`src/rtl/mem_stage_hs.sv`:
```
// Memory pipeline stage between execute and writeback: one op at a time,
// valid/ready request channel, variable-latency response, valid/ready output.
module mem_stage_hs #(
  parameter int XLEN = 32,
  parameter int NB   = XLEN / 8,
  parameter int OFFW = $clog2(XLEN / 8)
) (
  input  logic            clk,
  input  logic            reset,
  input  logic            flush,
  input  logic            in_valid,
  output logic            in_ready,
  input  logic            in_load,
  input  logic            in_store,
  input  logic [1:0]      in_size,
  input  logic            in_signext,
  input  logic [XLEN-1:0] in_addr,
  input  logic [XLEN-1:0] in_wdata,
  input  logic            in_rf_we,
  input  logic [4:0]      in_rd,
  input  logic [XLEN-1:0] in_pc,
  output logic            mem_req_valid,
  input  logic            mem_req_ready,
  output logic [NB-1:0]   mem_req_we,
  output logic [XLEN-1:0] mem_req_addr,
  output logic [XLEN-1:0] mem_req_wdata,
  input  logic            mem_rsp_valid,
  input  logic [XLEN-1:0] mem_rsp_rdata,
  output logic            out_valid,
  input  logic            out_ready,
  output logic [XLEN-1:0] out_result,
  output logic            out_rf_we,
  output logic [4:0]      out_rd,
  output logic [XLEN-1:0] out_pc,
  output logic            out_misalign,
  output logic            busy
);

  localparam bit IS32 = (XLEN == 32);

  typedef enum logic [2:0] {
    ST_IDLE  = 3'd0,
    ST_REQ   = 3'd1,
    ST_WAIT  = 3'd2,
    ST_HOLD  = 3'd3,
    ST_DRAIN = 3'd4
  } state_t;

  function automatic logic misaligned_f(input logic [1:0] size, input logic [OFFW-1:0] off);
    logic [OFFW-1:0] mask_v;
    logic            bad_v;
    bad_v = 1'b0;
    case (size)
      2'b00:   mask_v = {OFFW{1'b0}};
      2'b01:   mask_v = OFFW'(3'd1);
      2'b10:   mask_v = OFFW'(3'd3);
      2'b11: begin
        mask_v = OFFW'(3'd7);
        bad_v  = IS32;
      end
      default: mask_v = {OFFW{1'b0}};
    endcase
    return bad_v | (|(off & mask_v));
  endfunction

  function automatic logic [NB-1:0] strobe_f(input logic [1:0] size, input logic [OFFW-1:0] off);
    logic [NB-1:0] base_v;
    case (size)
      2'b00:   base_v = NB'(8'h01);
      2'b01:   base_v = NB'(8'h03);
      2'b10:   base_v = NB'(8'h0F);
      default: base_v = {NB{1'b1}};
    endcase
    return base_v << off;
  endfunction

  function automatic logic [XLEN-1:0] replicate_f(input logic [1:0] size, input logic [XLEN-1:0] wdata);
    logic [XLEN-1:0] rep_v;
    case (size)
      2'b00:   rep_v = {NB{wdata[7:0]}};
      2'b01:   rep_v = {(NB/2){wdata[15:0]}};
      2'b10:   rep_v = {(NB/4){wdata[31:0]}};
      default: rep_v = wdata;
    endcase
    return rep_v;
  endfunction

  // Lane select, then shift the field to the top and back down to extend it.
  function automatic logic [XLEN-1:0] load_fmt_f(input logic [XLEN-1:0] rdata, input logic [OFFW-1:0] off,
                                                 input logic [1:0] size, input logic sx);
    logic [XLEN-1:0] sh_v;
    logic [7:0]      sa_v;
    sh_v = rdata >> {off, 3'b000};
    case (size)
      2'b00:   sa_v = 8'(XLEN - 8);
      2'b01:   sa_v = 8'(XLEN - 16);
      2'b10:   sa_v = 8'(XLEN - 32);
      default: sa_v = 8'd0;
    endcase
    sh_v = sh_v << sa_v;
    if (sx) begin
      sh_v = $signed(sh_v) >>> sa_v;
    end else begin
      sh_v = sh_v >> sa_v;
    end
    return sh_v;
  endfunction

  state_t          state_r, state_nxt_s;
  logic            load_r, signext_r, rf_we_r, misalign_r;
  logic [1:0]      size_r;
  logic [XLEN-1:0] addr_r, pc_r, result_r, wdata_r;
  logic [NB-1:0]   we_r;
  logic [4:0]      rd_r;
  logic            accept_s, misalign_s, mem_op_s;

  assign accept_s   = in_valid & (state_r == ST_IDLE) & ~flush;
  assign mem_op_s   = in_load | in_store;
  assign misalign_s = mem_op_s & misaligned_f(in_size, in_addr[OFFW-1:0]);

  // State register.
  always_ff @(posedge clk or negedge reset) begin
    if (!reset) begin
      state_r <= ST_IDLE;
    end else begin
      state_r <= state_nxt_s;
    end
  end

  // Next state and handshake outputs; flush wins over every other event.
  always_comb begin
    state_nxt_s   = state_r;
    mem_req_valid = 1'b0;
    in_ready      = 1'b0;
    out_valid     = 1'b0;
    busy          = (state_r != ST_IDLE);
    case (state_r)
      ST_IDLE: begin
        in_ready = 1'b1;
        if (accept_s) begin
          state_nxt_s = (mem_op_s && !misalign_s) ? ST_REQ : ST_HOLD;
        end else begin
          state_nxt_s = ST_IDLE;
        end
      end
      ST_REQ: begin
        mem_req_valid = ~flush;
        if (flush) begin
          state_nxt_s = mem_req_ready ? ST_DRAIN : ST_IDLE;
        end else if (mem_req_ready) begin
          state_nxt_s = ST_WAIT;
        end else begin
          state_nxt_s = ST_REQ;
        end
      end
      ST_WAIT: begin
        // A response landing with the flush is already consumed: nothing left to drain.
        if (mem_rsp_valid) begin
          state_nxt_s = flush ? ST_IDLE : ST_HOLD;
        end else if (flush) begin
          state_nxt_s = ST_DRAIN;
        end else begin
          state_nxt_s = ST_WAIT;
        end
      end
      ST_HOLD: begin
        out_valid = 1'b1;
        if (flush || out_ready) begin
          state_nxt_s = ST_IDLE;
        end else begin
          state_nxt_s = ST_HOLD;
        end
      end
      ST_DRAIN: begin
        if (mem_rsp_valid) begin
          state_nxt_s = ST_IDLE;
        end else begin
          state_nxt_s = ST_DRAIN;
        end
      end
      default: state_nxt_s = ST_IDLE;
    endcase
  end

  // Op capture on accept; load result replaces the trap/ALU address on response.
  always_ff @(posedge clk or negedge reset) begin
    if (!reset) begin
      load_r     <= 1'b0;
      signext_r  <= 1'b0;
      rf_we_r    <= 1'b0;
      misalign_r <= 1'b0;
      size_r     <= 2'b00;
      addr_r     <= {XLEN{1'b0}};
      pc_r       <= {XLEN{1'b0}};
      result_r   <= {XLEN{1'b0}};
      wdata_r    <= {XLEN{1'b0}};
      we_r       <= {NB{1'b0}};
      rd_r       <= 5'd0;
    end else if (accept_s) begin
      load_r     <= in_load;
      signext_r  <= in_signext;
      rf_we_r    <= in_rf_we & ~misalign_s;
      misalign_r <= misalign_s;
      size_r     <= in_size;
      addr_r     <= in_addr;
      pc_r       <= in_pc;
      result_r   <= in_addr;
      wdata_r    <= replicate_f(in_size, in_wdata);
      we_r       <= in_store ? strobe_f(in_size, in_addr[OFFW-1:0]) : {NB{1'b0}};
      rd_r       <= in_rd;
    end else if ((state_r == ST_WAIT) && mem_rsp_valid && !flush && load_r) begin
      result_r <= load_fmt_f(mem_rsp_rdata, addr_r[OFFW-1:0], size_r, signext_r);
    end
  end

  assign mem_req_we    = we_r;
  assign mem_req_addr  = {addr_r[XLEN-1:OFFW], {OFFW{1'b0}}};
  assign mem_req_wdata = wdata_r;
  assign out_result    = result_r;
  assign out_rf_we     = rf_we_r;
  assign out_rd        = rd_r;
  assign out_pc        = pc_r;
  assign out_misalign  = misalign_r;

endmodule

```
`config.mk`:
```
export PLATFORM = sky130hd
export DESIGN_NAME = mem_stage_hs
export DESIGN_NICKNAME = d
export VERILOG_FILES = /design/src/rtl/mem_stage_hs.sv
export SDC_FILE = /design/constraint.sdc
export NUM_CORES = 1
export LEC_CHECK = 0
export CAP_MARGIN = 30
export CORE_ASPECT_RATIO = 1.25
export CORE_MARGIN = 8
export CORE_UTILIZATION = 41
export CTS_CLUSTER_DIAMETER = 100
export CTS_CLUSTER_SIZE = 20
export DETAILED_ROUTE_END_ITERATION = 10
export PLACE_DENSITY = 0.77
export SYNTH_ARGS = -nofsm -noshare
export SYNTH_HDL_FRONTEND = slang
export SYNTH_SLANG_ARGS = --single-unit
```
`constraint.sdc`:
```
create_clock -name clk -period 2.2 [get_ports clk]
set_input_delay 0.33 -clock clk [delete_from_list [all_inputs] [get_ports clk]]
set_output_delay 0.33 -clock clk [all_outputs]
set_load 0.05 [all_outputs]
```
# Word-level counts from Yosys, hierarchy flattened
# Index checks and enable logic that the tools add are counted.
# op_classes
div	0
add_sub_neg	0
order_cmp	0
n_eq_ne	8
n_bitwise	9
reduce_logical	14
n_mul	0
n_mux	26
shifts	5
# ops
operator	n
$mux 32	3
$pmux 32 s2	1
$shl 32x8->32	1
$shr 32x5->32	1
$shr 32x8->32	1
$sshr 32x8->32	1
$mux 8	2
$mux 3	5
$pmux 3 s5	1
$mux 2	5
$pmux 5 s2	1
$mux 4	2
$pmux 4 s2	1
$eq 3x2->1 const B	2
$pmux 2 s3	1
$and 1x1->1	4
$eq 2x1->1 const B	2
$eq 2x2->1 const B	2
$logic_and 1x1->1	4
$logic_not 2->1	2
$mux 1	4
$reduce_or 2->1	2
$shl 4x2->4	1
$eq 3x1->1 const B	1
other kinds (9)	12
# totals
in_bits	146
output_inout_bits	143
ramBits	0
ff_bits	146
elab_cells	74
memories	0
rom_bits	0
latch_bits	0

# Longest topological paths before layout
# Gate-level depths: netlist (run 1).
# depth
ltp_word	12
depth_mapped	8
ltp_nobuf	4

# Worst setup path after synthesis (run 1)
# OpenSTA, ideal clock, no wires.
# synth_path
path_kind	register -> output
from	register state_r[1]
to	output port mem_req_valid
required_ns	1.870
n_path_buf	1
slack_ns	-0.285
stages_incl_launch_ff	3
t_arrival_ns	2.155
path_cell_list	dfrtp_1 > buf_4 > nor4b_1
# synth_via
elab_chain_len	2
# synth_lines
item	line	rtl
start: declaration	109	state_t state_r, state_nxt_s;
start signal: assignment	126	state_r <= state_nxt_s;
$eq 3x1->1	137	case (state_r)
$mux 1	137	
end: declaration	22	output logic mem_req_valid,
# No other way between the ends.

# Worst setup path after layout (run 1)
# layout_path
from	register state_r[1]
to	output port busy
# layout_via
elab_chain_len	1
# layout_lines
item	line	rtl
$reduce_bool 3->1	136	busy = (state_r != ST_IDLE);
end: declaration	36	output logic busy
# No other way between the ends.

==> flow_metrics.py, run 1 <==
metrics = {
    "layout": {
        "antenna_cells": 0,
        "final_nets": 1174,
        "multi_input_area_um2": 2960,
        "layout.area.seq_um2": 3650,
        "fin_area_um2": 10800,
        "finalNonFillerCells": 1265,
        "final_core_util_pct": 62.3,
        "syn_to_final_growth_pct": 50.4,
        "drive_gt1_share_pct": 9.41,
        "fillers": 1495,
    },
    "clock_network": {
        "cts-buffers-inserted": 17,
        "cts-root-buf": "clkbuf_16",
        "clkLatencyLatePin_ps": 420,
        "clock_sinks": 146,
        "clk_pin_slew_worst_paths_ps": 60,
        "h-tree-depth": 4,
        "cts_setup_buffers": 0,
        "clk_path_buf_depth": 2,
        "cts_tree": "done",
    },
    "status": {
        "outcome": "completed",
    },
    "timing": {
        "period_share_pct": 94.0,
        "tightest_slew_ps": 749,
        "fin_crit_ps": 2070,
        "setup_slack_ps": 132,
        "holdWs_ps": 432,
        "hold_violations": 0,
        "finalSetupTns_ps": 0,
        "relSlewSlack_pct": 49.9,
        "drv_slew": 0,
        "setup_viol_count_final": 0,
        "max_freq_ghz": 0.484,
        "rsz0062_at_grt": "no",
        "fin_skew_ps": 8.87,
    },
    "routing": {
        "drtIter0Drc": 522,
        "totalWireLength_um": 23900,
        "wirelength_met1_um": 9180,
        "postRouteAntennaNets": 0,
        "routed_via_density": 5.09,
        "routedWlPerCell_um": 18.9,
        "wl_met3_um": 1800,
        "wl_met2_um": 12000,
        "route.vias.total": 6437,
        "firstDrtPassIters": 4,
        "drcViolationCount": 0,
        "top_layer_used": "met4",
    },
    "floorplan": {
        "die-area_um2": 22000,
        "pin_count": 289,
        "coreArea_um2": 17300,
        "die_y_um": 164,
        "core.rowCount": 54,
        "initial_core_util_pct": 41.4,
        "die_w_um": 134,
    },
    "hold_path": {
        "hold_class": "in2reg",
    },
    "placement": {
        "dp_cells": 1232,
        "port_buffers": 286,
        "gp_congestion": 0.870,
        "dp_slack_ps": 134,
        "placed_area_um2": 10100,
        "dp_hpwl_um": 18000,
    },
    "logic_synthesis": {
        "synth-seq-area-share_pct": 51.0,
        "syn_inst": 776,
        "ys_seq_elements": 146,
        "synth_cell_types": 50,
        "syn_area_um2": 7170,
        "ys_async_sr_fraction_pct": 100,
        "synth-edff-count": 0,
        "synth_ff_type": "dfrtp_1",
        "syn_avg_cell_area_um2": 9.23,
        "synth_warnings": 0,
    },
    "global_route": {
        "grt_max_degree": 50,
        "grt_pass1_vias": 6654,
        "antenna_found_initial": 0,
        "grt_use_total_pct": 21.4,
        "grt_pass1_wl_um": 36600,
        "overflow": 0,
    },
    "critical_path": {
        "cp.required_ps": 1870,
        "start_kind": "register",
        "crit_type": "reg2out",
        "cp-end-kind": "output pin",
        "crit_fanout": 8,
        "worstPathArrival_ps": 1740,
    },
    "pwr": {
        "leakage_nw": 4.86,
        "p_per_area_nw_per_um2": 1710,
        "power_mw": 18.4,
        "peakVddDrop_v": 0.000863,
    },
    "job": {
        "cap_violations": 0,
    },
}
==> worst max-delay path, cell delays in order, from the launching register on <==
cell and delay, ps:
dfrtp_1 480, nor3_4 350, inv_1 60, dlygate4sd2_1 430
==> flip-flops by register name, summed over array words and instances, names as in the netlist <==
name and flops:
size_r 2, out_result 32, state_r 3, out_misalign 1
signext_r 1, mem_req_wdata 32, out_rd 5, addr_r 32
mem_req_we 4, out_rf_we 1, out_pc 32, load_r 1
==> layout by cell type (no fill, tap or decap), types with 8 or more instances in the layout <==
master	Yosys	routed
nor2_1	20	20
buf_4	41	19
clkbuf_16	0	17
dfrtp_1	146	146
clkdlybuf4s50_1	0	281
inv_1	8	8
mux2i_1	50	50
nand3_1	13	12
mux2_2	9	9
a21oi_1	20	20
nand2_1	287	287
a22oi_2	10	10
o21ai_0	57	57
buf_12	0	12
==> final cells by class <==
cell class	count	area share, %
clock buffers	17	3.95
clock inverters	15	1.83
inverters	8	0.279
multi-input cells	540	27.5
flip-flops and latches	146	33.9
well taps	224	2.60
repair buffers	315	29.9
==> cells by family (layout without fill, tap and decap cells) <==
family / after synthesis / after routing / share of synthesized area (%)
simple gates: 346 / 346 / 19.5
flops: 146 / 146 / 51.0
compound gates: 132 / 132 / 12.7
other cells: 1 / 2 / 0.0523
buf+inv: 91 / 355 / 8.07
mux: 60 / 60 / 8.71
==> power by group <==
group / internal, mW / switching [mW]
Sequential: 3.93 / 0.808
Clock: 1.82 / 1.24
Combinational: 3.54 / 7.04
Total: 9.29 / 9.09
==> synth_stat cells, drive strengths merged, types with 7 or more instances <==
| cell type | number | area (µm²) |
|---|---|---|
| buf | 71 | 502 |
| inv | 8 | 30.0 |
| a211oi | 7 | 52.6 |
| nand2 | 288 | 1080 |
| dfrtp | 146 | 3650 |
| nor2 | 22 | 87.6 |
| o21ai | 58 | 290 |
| nand3 | 13 | 65.1 |
| mux2 | 9 | 101 |
| a21oi | 21 | 109 |
| mux2i | 50 | 500 |
| a22oi | 17 | 178 |
| clkbuf | 12 | 46.3 |
==> metal layers <==
layer  track usage [%]  up-vias
met5                 0        -
met4              10.0        0
met3              6.64       48
met2              36.8      252
met1              23.8     3065
li1                  -     3072
==> path summary, 6_finish.rpt <==
check	depth (start not counted)	slack (ps)	to	startpoint
max in group asynchronous	3	1070	mem_req_wdata[11]	reset
min	3	430	out_pc[7]	in_pc[7]
min in group asynchronous	2	440	addr_r[8]	reset
max	3	130	busy	state_r[1]
max reg2reg	5	330	out_result[7]	state_r[1]
min reg2reg	2	470	addr_r[3]	addr_r[3]
==> repair_timing <==
action | in CTS | in global routing
gates resized for setup | 1 | 0
setup endpoints to repair | 1 | 0
hold buffers | 1 | 0
hold endpoints to repair | 43 | 0
(Power assumes the default switching activity.)
==> inputs of run 2 (changes only) <==
--- a/config.mk
+++ b/config.mk
@@ -5,6 +5,7 @@
 export SDC_FILE = /design/constraint.sdc
 export NUM_CORES = 1
 export LEC_CHECK = 0
+export ABC_AREA = 1
 export CAP_MARGIN = 30
 export CORE_ASPECT_RATIO = 1.25
 export CORE_MARGIN = 8
@@ -12,7 +13,7 @@
 export CTS_CLUSTER_DIAMETER = 100
 export CTS_CLUSTER_SIZE = 20
 export DETAILED_ROUTE_END_ITERATION = 10
-export PLACE_DENSITY = 0.77
+export DONT_BUFFER_PORTS = 1
 export SYNTH_ARGS = -nofsm -noshare
 export SYNTH_HDL_FRONTEND = slang
 export SYNTH_SLANG_ARGS = --single-unit
==> constraint.sdc (replaced) <==
create_clock -name clk -period 2.2 [get_ports clk]
set_input_delay 0.44 -clock clk [delete_from_list [all_inputs] [get_ports clk]]
set_output_delay 0.44 -clock clk [all_outputs]
set_load 0.05 [all_outputs]
==> flow_metrics.py, run 2 <==
metrics = {
    "floorplan": {
        "die-area_um2": 22000,
        "die_y_um": 164,
        "core.rowCount": 54,
        "die_w_um": 134,
        "coreArea_um2": 17300,
        "initial_core_util_pct": 41.5,
        "pin_count": 289,
    },
    "clock_network": {
        "h-tree-depth": 4,
        "clk_path_buf_depth": 2,
        "clock_sinks": 146,
        "clkLatencyLatePin_ps": 420,
        "cts-buffers-inserted": 17,
        "clk_pin_slew_worst_paths_ps": 70,
        "cts_setup_buffers": 0,
        "cts-root-buf": "clkbuf_16",
        "cts_tree": "done",
    },
    "timing": {
        "tightest_slew_ps": 684,
        "max_freq_ghz": 0.513,
        "period_share_pct": 88.5,
        "rsz0062_at_grt": "no",
        "finalSetupTns_ps": 0,
        "hold_violations": 146,
        "relSlewSlack_pct": 54.4,
        "setup_viol_count_final": 0,
        "holdWs_ps": -288,
        "fin_crit_ps": 1950,
        "drv_slew": 0,
        "fin_skew_ps": 11.8,
    },
    "critical_path": {
        "cp.required_ps": 2530,
        "cp-end-kind": "register",
        "reg2reg_depth": 10,
        "worstPathArrival_ps": 2280,
        "critPathTopFamily": "simple AND/OR/NAND/NOR gates",
        "rr_endpoint": "out_result[21]",
        "crit_top_cell": "nand2_1",
        "crit_type": "reg2reg",
        "crit_fanout": 20,
        "critical-path-max-stage-delay_ps": 400,
        "worstPathCellList": "nor2_1 -> nand2_1 -> inv_2 -> nand3_4 -> clkinv_2 -> buf_4 -> nand2_1 -> nand2_1 -> nor2_1 -> a21oi_1",
        "critPathSlowestCell": "dfrtp_1",
        "path_buf_inv": 3,
        "r2r-start": "state_r[1]",
        "start_kind": "register",
        "r2r_slack_ps": 250,
    },
    "global_route": {
        "overflow": 0,
        "grt_pass1_vias": 6042,
        "grt_pass1_wl_um": 34300,
        "antenna_found_initial": 0,
        "grt_use_total_pct": 19.9,
        "grt_max_degree": 147,
    },
    "layout": {
        "final_core_util_pct": 44.9,
        "mostFrequentLayoutCells": "nand2_1 (407), dfrtp_1 (146), nand3_1 (65), a21oi_1 (65), nor2_1 (59)",
        "multi_input_area_um2": 2920,
        "fillers": 1754,
        "layout_commonest_cell": "nand2_1",
        "final_nets": 1035,
        "layout.area.seq_um2": 3650,
        "finalNonFillerCells": 1125,
        "drive_gt1_share_pct": 7.44,
        "syn_to_final_growth_pct": 8.26,
        "antenna_cells": 0,
    },
    "routing": {
        "routedWlPerCell_um": 19.5,
        "totalWireLength_um": 21900,
        "drcViolationCount": 0,
        "postRouteAntennaNets": 0,
        "firstDrtPassIters": 6,
        "drtIter0Drc": 397,
        "routed_via_density": 5.27,
        "route.vias.total": 5932,
    },
    "placement": {
        "gp_congestion": 0.922,
        "dp_cells": 1094,
        "port_buffers": 0,
        "dp_hpwl_um": 16200,
    },
    "logic_synthesis": {
        "synth_warnings": 0,
        "synth_ff_type": "dfrtp_1",
        "ys_top_cells_by_count": "nand2_1 (408), dfrtp_1 (146), a21oi_1 (65), nand3_1 (65), nor2_1 (59)",
        "synth-edff-count": 0,
        "synth_cell_types": 32,
        "synth.most_common_cell": "nand2_1",
        "yosys.area.top_type": "dfrtp_1",
        "syn_inst": 929,
        "synth.top_cell.area_share_pct": 50.9,
        "ys_async_sr_fraction_pct": 100,
        "synth-seq-area-share_pct": 50.9,
        "synth_area_leaders": "dfrtp_1 (51%), nand2_1 (21%), a21oi_1 (4.5%), nand3_1 (4.5%), buf_4 (4.1%)",
        "ys_seq_elements": 146,
        "syn_area_um2": 7180,
        "syn_avg_cell_area_um2": 7.73,
    },
    "hold_path": {
        "hold_class": "in2async",
    },
    "pwr": {
        "power_mw": 16.5,
        "leakage_nw": 4.01,
        "swShare_pct": 56.1,
        "combPwrFrac_pct": 24.3,
        "peakVddDrop_v": 0.000869,
        "internal_power_mw": 7.22,
        "switching_power_mw": 9.23,
        "p_seq_share_pct": 56.7,
        "p_clk_share_pct": 19.0,
        "p_per_area_nw_per_um2": 2120,
    },
    "status": {
        "violations": "hold timing",
        "outcome": "complete, but fails checks",
    },
    "job": {
        "cap_violations": 0,
    },
}
-- run 2: cell count changes after synthesis, sizes merged, moves of 6 or more --
cell / change
mux2: -9
o21ai: -24
o2bb2ai: -6
inv: +18
nor2: +39
mux2i: -45
a22oi: -13
a211oi: -7
nand2: +120
a21oi: +45
nand3: +54
o221ai: -6
-- run 2: timing repair --
| item | in CTS | in global routing |
|---|---|---|
| resized for setup | 0 | 1 |
| endpoints found under the setup margin | 0 | 5 |
| endpoints found under the hold margin | 146 | 146 |
-- run 2: layout make-up --
class	count	share of cell area, %
Clock buffer	17	5.47
Clock inverter	14	2.59
Inverter	29	1.42
Multi-Input combinational cell	674	37.6
Sequential cell	146	47.0
Tap cell	224	3.61
Timing Repair Buffer	21	2.35
-- run 2: kinds of logic (layout without fill, tap and decap cells) --
group | after synthesis | in the layout | share of synthesized area (%)
simple gates | 539 | 539 | 29.7
flops | 146 | 146 | 50.9
compound gates | 128 | 128 | 10.0
buf+inv | 110 | 81 | 8.61
mux | 5 | 5 | 0.697
other cells | 1 | 2 | 0.0522
-- run 2: layer usage --
layer / global-route usage (%) / wire (µm) / up-vias
met5: 0 / 0 / -
met4: 7.67 / 467 / 0
met3: 8.57 / 2660 / 29
met2: 32.4 / 10600 / 274
met1: 22.8 / 8210 / 2770
li1: - / - / 2859
-- run 2: worst max-delay path by stage --
| stage | endpoint | slack [ps] | from | cells after the start |
|---|---|---|---|---|
| CTS | out_result[28] | 200 | state_r[1] | 8 |
| global placement | out_result[14] | 270 | state_r[1] | 8 |
| floorplan | out_result[23] | 160 | state_r[1] | 10 |
| detailed placement | out_result[28] | 210 | state_r[1] | 8 |
| global route | out_result[21] | 20 | state_r[1] | 10 |
| finish | out_result[21] | 250 | state_r[1] | 10 |
-- run 2: stage by stage --
stage               instance area [µm²]  setup WS, ps
finish                             7770           252
CTS                                7770           195
detailed placement                 7140           206
global placement                   7140           269
global route                       7770          16.0
floorplan                          7180           157
-- run 2: power by group through the flow --
stage | Combinational, mW | Sequential (mW) | Clock [mW]
after floorplan | 4.54 | 8.03 | 0
after global placement | 3.93 | 9.43 | 0
final | 4.00 | 9.33 | 3.13
after detailed placement | 4.04 | 9.41 | 0
after CTS | 4.03 | 9.38 | 3.19
after global routing | 4.62 | 9.50 | 3.31
==> inputs of run 3 (changes only) <==
--- a/config.mk
+++ b/config.mk
@@ -11,9 +11,10 @@
 export CORE_MARGIN = 8
 export CORE_UTILIZATION = 41
 export CTS_CLUSTER_DIAMETER = 100
-export CTS_CLUSTER_SIZE = 20
+export CTS_CLUSTER_SIZE = 10
 export DETAILED_ROUTE_END_ITERATION = 10
 export DONT_BUFFER_PORTS = 1
+export PLACE_DENSITY = 0.53
 export SYNTH_ARGS = -nofsm -noshare
 export SYNTH_HDL_FRONTEND = slang
 export SYNTH_SLANG_ARGS = --single-unit
==> flow_metrics.py, run 3 (synthesized netlist as in run 2, its figures left out) <==
metrics = {
    "floorplan": {
        "coreArea_um2": 17300,
        "die_y_um": 164,
        "core.rowCount": 54,
        "die-area_um2": 22000,
        "die_w_um": 134,
        "pin_count": 289,
        "initial_core_util_pct": 41.5,
    },
    "layout": {
        "final_nets": 1033,
        "mostFrequentLayoutCells": "nand2_1 (407), dfrtp_1 (146), nand3_1 (65), a21oi_1 (65), nor2_1 (59)",
        "syn_to_final_growth_pct": 8.59,
        "final_core_util_pct": 45.1,
        "layout_commonest_cell": "nand2_1",
        "drive_gt1_share_pct": 7.13,
        "antenna_cells": 0,
        "fin_area_um2": 7800,
    },
    "routing": {
        "drcViolationCount": 0,
        "totalWireLength_um": 22300,
        "routedWlPerCell_um": 19.9,
        "drtIter0Drc": 375,
        "postRouteAntennaNets": 0,
        "firstDrtPassIters": 4,
        "route.vias.total": 5799,
        "routed_via_density": 5.17,
    },
    "placement": {
        "gp_congestion": 0.850,
        "placed_area_um2": 7150,
        "dp_hpwl_um": 16500,
        "port_buffers": 0,
    },
    "clock_network": {
        "cts_setup_buffers": 0,
        "h-tree-depth": 4,
        "clk_pin_slew_worst_paths_ps": 60,
        "clk_path_buf_depth": 2,
        "clkLatencyLatePin_ps": 410,
        "cts-buffers-inserted": 17,
        "cts_tree": "done",
        "clock_sinks": 146,
        "cts-root-buf": "clkbuf_16",
    },
    "job": {
        "cap_violations": 0,
    },
    "critical_path": {
        "critPathTopFamily": "flip-flops",
        "start_kind": "register",
        "worstPathCellList": "nor3_1 -> inv_1 -> nor2_1 -> buf_4",
        "critical-path-max-stage-delay_ps": 420,
        "r2r_slack_ps": 370,
        "cp.required_ps": 1760,
        "crit_fanout": 5,
        "critPathSlowestCell": "dfrtp_1",
        "rr_endpoint": "out_result[31]",
        "r2r-start": "state_r[1]",
        "path_buf_inv": 2,
        "worstPathArrival_ps": 1420,
        "cp-end-kind": "output pin",
        "crit_start": "state_r[2]",
        "reg2reg_depth": 10,
        "crit_type": "reg2out",
    },
    "timing": {
        "setup_viol_count_final": 0,
        "rsz0062_at_grt": "no",
        "finalSetupTns_ps": 0,
        "period_share_pct": 84.6,
        "holdWs_ps": -281,
        "max_freq_ghz": 0.537,
        "tightest_slew_ps": 663,
        "fin_skew_ps": 7.47,
        "fin_crit_ps": 1860,
        "drv_slew": 0,
        "hold_violations": 146,
        "relSlewSlack_pct": 55.8,
    },
    "global_route": {
        "antenna_found_initial": 2,
        "grt_pass1_wl_um": 34400,
        "grt_max_degree": 147,
        "grt_use_total_pct": 20.1,
        "grt_pass1_vias": 5950,
        "overflow": 0,
    },
    "pwr": {
        "leakage_nw": 4.02,
        "power_mw": 16.5,
        "p_per_area_nw_per_um2": 2120,
        "peakVddDrop_v": 0.000917,
    },
    "hold_path": {
        "hold_class": "in2async",
    },
    "status": {
        "outcome": "complete, but fails checks",
        "violations": "hold timing",
    },
}
-- run 3: routing by layer --
layer	track usage, %	share of wire, %	wire length [µm]
met1	22.0	38	8410
met2	34.5	51	11300
met3	8.35	9.9	2200
met4	6.91	1.7	371
met5	0	0.12	27
-- run 3: per-stage QoR --
stage	setup slack, ps	hold slack [ps]	cells
2_1_floorplan	157	144	930
3_3_place_gp	409	149	1092
4_1_cts	303	-300	1122
6_report	339	-281	1122
3_5_place_dp	380	149	1092
5_1_grt	73.4	-310	1122
-- run 3: power by group --
part	switching [mW]	total, mW	internal, mW
logic	2.59	4.00	1.42
registers	5.43	9.33	3.90
clock network	1.16	3.20	2.04
-- run 3: worst max-delay path by stage --
stage	end	slack (ps)	cells after the start
finish	mem_req_valid	340	4
global placement	out_result[31]	410	10
global route	out_result[31]	70	10
CTS	mem_req_valid	300	4
floorplan	out_result[23]	160	10
detailed placement	out_result[31]	380	10
-- run 3: layout make-up --
type                       instances  area, µm²
fill                            1786       9500
sequential                       146       3650
multi-input combinational        674       2910
clock buffer                      18        439
tap                              224        280
clock inverter                    12        206
timing repair buffer              19        193
inverter                          29        110
-- run 3: timing repair --
action,in CTS,in global routing
resized for setup,0,0
hold endpoints to repair,146,146
endpoints found under the setup margin,0,0
